<file path="config.mk">
export PLATFORM = sky130hd
export DESIGN_NAME = pipe_stage_reg
export DESIGN_NICKNAME = d
export VERILOG_FILES = /design/src/rtl/pipe_stage_reg_pkg.sv /design/src/rtl/pipe_stage_reg.sv
export SDC_FILE = /design/constraint.sdc
export NUM_CORES = 1
export LEC_CHECK = 0
export ABC_CLOCK_PERIOD_IN_PS = 3300
export CORE_MARGIN = 2
export CORE_UTILIZATION = 56
export CTS_BUF_LIST = sky130_fd_sc_hd__clkbuf_4
export DETAILED_ROUTE_END_ITERATION = 6
export PLACE_DENSITY = 0.95
export SYNTH_ARGS = -nofsm -noshare
export SYNTH_HDL_FRONTEND = slang
export SYNTH_SLANG_ARGS = --single-unit
</file>
<file path="constraint.sdc">
create_clock -name clk -period 3.3 [get_ports clk]
set_input_delay 0.33 -clock clk [delete_from_list [all_inputs] [get_ports clk]]
set_output_delay 0.33 -clock clk [all_outputs]
set_load 0.02 [all_outputs]
</file>
<file path="src/rtl/pipe_stage_reg_pkg.sv">
// Shared constants for pipe_stage_reg: occupancy/state encoding and the NOP bubble.
package pipe_stage_reg_pkg;

   typedef enum logic [1:0] {
      EMPTY = 2'd0,
      ONE   = 2'd1,
      TWO   = 2'd2
   } occ_e;

   localparam logic [31:0] NOP = 32'h0000_0013;

endpackage

</file>
<file path="src/rtl/pipe_stage_reg.sv">
// Pipeline stage register with valid/ready handshake, synchronous flush and an
// optional 2-entry skid buffer. The occupancy state is exported on occ.
module pipe_stage_reg
   import pipe_stage_reg_pkg::*;
#(
   parameter int unsigned     W      = 32,
   parameter int unsigned     SKID   = 1,
   parameter logic [W-1:0]    BUBBLE = '0
) (
   input  logic         clk,
   input  logic         rst,
   input  logic         flush,
   input  logic         in_valid,
   output logic         in_ready,
   input  logic [W-1:0] in_data,
   output logic         out_valid,
   input  logic         out_ready,
   output logic [W-1:0] out_data,
   output logic [1:0]   occ
);

   // Handshake: a beat moves on an edge where valid & ready are both high;
   // acc is the upstream transfer, fire the downstream one. Flush overrides both.
   logic         acc;
   logic         fire;
   occ_e         state_q, state_d;
   logic [W-1:0] main_q, main_d;

   assign out_valid = (state_q != EMPTY);
   assign out_data  = main_q;
   assign occ       = state_q;
   assign acc       = in_valid & in_ready;
   assign fire      = out_valid & out_ready;

   always_ff @(posedge clk or posedge rst) begin
      if (rst) begin
         state_q <= EMPTY;
         main_q  <= BUBBLE;
      end else begin
         state_q <= state_d;
         main_q  <= main_d;
      end
   end

   generate
      if (SKID != 0) begin : g_skid
         logic [W-1:0] skid_q, skid_d;

         // in_ready depends only on registered state: no in->out timing path.
         assign in_ready = (state_q != TWO);

         always_comb begin
            state_d = state_q;
            main_d  = main_q;
            skid_d  = skid_q;
            if (flush) begin
               state_d = EMPTY;
               main_d  = BUBBLE;
               skid_d  = BUBBLE;
            end else begin
               case (state_q)
                  EMPTY: begin
                     if (acc) begin
                        state_d = ONE;
                        main_d  = in_data;
                     end
                  end
                  ONE: begin
                     if (acc && fire) begin
                        main_d  = in_data;
                     end else if (acc) begin
                        state_d = TWO;
                        skid_d  = in_data;
                     end else if (fire) begin
                        state_d = EMPTY;
                     end
                  end
                  TWO: begin
                     if (fire) begin
                        state_d = ONE;
                        main_d  = skid_q;
                     end
                  end
                  default: state_d = EMPTY;
               endcase
            end
         end

         always_ff @(posedge clk or posedge rst) begin
            if (rst) begin
               skid_q <= BUBBLE;
            end else begin
               skid_q <= skid_d;
            end
         end
      end else begin : g_single
         assign in_ready = ~out_valid | out_ready;

         always_comb begin
            state_d = state_q;
            main_d  = main_q;
            if (flush) begin
               state_d = EMPTY;
               main_d  = BUBBLE;
            end else begin
               case (state_q)
                  EMPTY: begin
                     if (acc) begin
                        state_d = ONE;
                        main_d  = in_data;
                     end
                  end
                  ONE: begin
                     // With a single entry, acc while full implies fire.
                     if (acc) begin
                        main_d  = in_data;
                     end else if (fire) begin
                        state_d = EMPTY;
                     end
                  end
                  default: state_d = EMPTY;
               endcase
            end
         end
      end
   endgenerate

endmodule
</file>
==> results.md <==
- Final Cell Area: 0.00405 mm^2
- Via density: 5.51
- Syn Nets: 368
- Pin count of the biggest net entering global routing: 67
- R2R Path Start: occ[1]
- CTS Sinks: 66
- Synth Instances: 331
- Final setup viols: 0
- Adder and majority cell fraction of the synthesized area: 0%
- H-tree depth: 3
- Post-CTS resize count: 0
- Site row count: 27
- Critical Path RT: 2970 ps
- Initial Util: 57.7%
- Drt total wl: 7.57 mm
- Gpl congestion: 0.778
- Fraction of registers with async set/reset: 100%
- # diodes: 0
- # IOs: 73
- DR DRC count: 0
- Placement Cell Area: 0.00392 mm^2
- WL/cell: 15.9 um
- CTS Buffer Depth: 2
- Min-delay worst type: input pin to asynchronous set/reset pin
- Sw power: 494 uW
- DRT Pass-1 Iters: 4
- Worst-path fanout max: 34
- Post-CTS setup buffers: 0
- GRT busiest layer: met2
- Vias in the first global route: 2557
- Fmax achieved: 0.405 GHz
- M3 GR Usage: 3.86%
- Layout Area Growth over Synthesis: 27.4%
- RSZ-0062 raised after global routing: false
- Register-to-register path setup slack: 1020 ps
- Final nets: 435
- Max Cap Viol: 0
- Sequential area share after synthesis: 51.9%
- Routed Antenna Nets: 0
- Top FF cell, synth: dfrtp_1
- Clock share of power: 29.9%
- CP Data Arrival Time: 2140 ps
- Core area: 0.00551 mm^2
- Least-Margin Pin Slew: 1110 ps
- Die Y: 79.3 um
- Top-count cell post-synth: nand2_1
- Clock transition at the registers of the reported paths: 110 ps
- Synth cell count leaders: nand2_1, a21oi_1, dfrtp_1
- Final HPWL DP: 4.88 mm
- Setup crit end kind: primary output
- Pint: 1300 uW
- Cell taking the most area after synthesis: dfrtp_1
- # fillers: 400
- TritonCTS clock tree: yes
- M1 GR Usage: 34.9%
- Ranking of synthesized cells by area: dfrtp_1, nand2_1, mux2_4
- Outcome: completed
- Vias: 2618
- Post-synthesis compound-gate area fraction: 11.6%
- Largest family of logic cells by synthesized area: simple AND/OR/NAND/NOR gates
- Post-synth EDFFs: 0
- DR iter-0 viols: 247
- Syn Area/Cell: 9.61 um^2
- Grt ovf: 0
- Setup TNS: 0 ps
- FF-to-FF End: out_data[2]
- Hold Vio Cnt, Final: 0
- Worst setup SP type: flop
- Synth warn: 0
- R2R cell count: 4
- Later-pin clock latency in the skew report: 410 ps
- Root buffer cell: clkbuf_4
- Tmin final: 2470 ps
- Power per cell area: 442 mW/mm^2
- I/O Buffers: 72
- First-pass GRT wire length: 12.4 mm
- Final Slew Violations: 0
- Crit Path Class: flop to primary output
- Die width: 79.3 um
- Ratio of cells with drive above 1 in the final layout: 15.1%
- Total track usage: 25.9%
- Post-Synth XOR/XNOR Area: 0%
- Sequential share of power: 49.6%
- Hold Buf Count CTS: 0
- CTS buffer count: 9
- Yosys reg bits: 66
- Leakage: 0.00185 uW
- Skew final: 14.6 ps
- Period utilization: 74.9%
- Mux contribution to synthesized area: 15.2%
- Synth top area share: 51.9%
- Initial antenna violation count: 0
- Distinct cells, synth: 20
- Mapped Area: 0.00318 mm^2
- Comb power frac: 20.5%
- DP Worst Slack: 686 ps
- Met2 global-route usage: 41.1%
- Peak VDD IR: 259 uV
- Switching share of power: 27.6%
- Fin worst setup slack: 828 ps
- Simple-Gate Fraction of Synth Area: 16.8%
- Max_slew headroom: 25.9%
- DIE AREA: 0.00630 mm^2
==> how the worst max path moves through the flow <==
| stage | cells past startpoint | endpoint | slack [ps] | from |
|---|---|---|---|---|
| CTS | 4 | in_ready | 820 | occ[0] |
| floorplan | 1 | g_skid.skid_q[0] | 1320 | rst |
| global route | 4 | in_ready | 720 | occ[0] |
| global placement | 5 | out_data[29] | 750 | in_valid |
| detailed placement | 5 | out_data[2] | 690 | in_valid |
| finish | 4 | in_ready | 830 | occ[0] |
==> power by group through the flow <==
stage	Combinational [uW]	Sequential (uW)	Clock [uW]
final	367	888	536
after global placement	357	901	0
after detailed placement	367	902	0
after CTS	369	888	540
after floorplan	162	944	0
after global routing	392	893	583
==> state kept, by name, summed over array words and instances (netlist names) <==
name,count
g_skid.skid_q,32
occ,2
out_data,32
==> critical path, stage by stage (launching register included) <==
cell	delay, ps
dfrtp_1	480
nor2b_2	220
buf_4	380
inv_1	100
clkdlybuf4s50_1	550
==> metal layers <==
layer	up-vias	part of all wire, %
met4	0	2.6
met1	1283	43
met5	-	0
li1	1216	-
met2	102	49
met3	17	5.9
==> cell usage in the layout, fill, tap and decap left out <==
cell	Yosys	routed
nor3_1	1	1
nor2b_2	0	1
mux2_4	30	30
nand2_1	128	128
a21oi_1	66	66
nor2_2	0	1
o211ai_4	1	1
or2b_1	1	1
clkinv_1	0	2
clkinv_2	0	1
inv_1	3	2
nor2b_1	2	1
buf_4	0	8
o21ai_4	1	1
or2_1	1	1
clkbuf_4	0	12
mux2_2	2	2
bufinv_16	0	1
dfrtp_1	66	66
clkdlybuf4s50_1	0	71
mux2i_1	1	1
buf_2	9	1
inv_2	0	1
nand2b_1	2	2
or2_2	1	1
==> final cells by class <==
class                   count  area (um^2)  area share, %
clock inverters             4         42.5           1.05
flip-flops and latches     66         1650           40.8
inverters                   3         11.3          0.278
multi-input cells         238         1390           34.3
repair buffers             80          776           19.1
clock buffers              12         90.1           2.22
well taps                  72         90.1           2.22
==> logic make-up (layout without fill, tap and decap cells) <==
| logic type | after synthesis | in the layout |
|---|---|---|
| buf+inv | 27 | 99 |
| simple gates | 137 | 137 |
| compound gates | 68 | 68 |
| mux | 33 | 33 |
| flops | 66 | 66 |
==> per-stage QoR <==
| step | hold slack [ps] | power, uW | instances | utilization (%) |
|---|---|---|---|---|
| 5_1_grt | 493 | 1870 | 475 | 73.6 |
| 2_1_floorplan | 401 | 1110 | 331 | - |
| 6_report | 469 | 1790 | 475 | 73.6 |
| 3_5_place_dp | 496 | 1270 | 459 | 71.2 |
| 4_1_cts | 480 | 1800 | 475 | 73.6 |
| 3_3_place_gp | 499 | 1260 | 459 | 71.2 |
(Power assumes the default switching activity.)
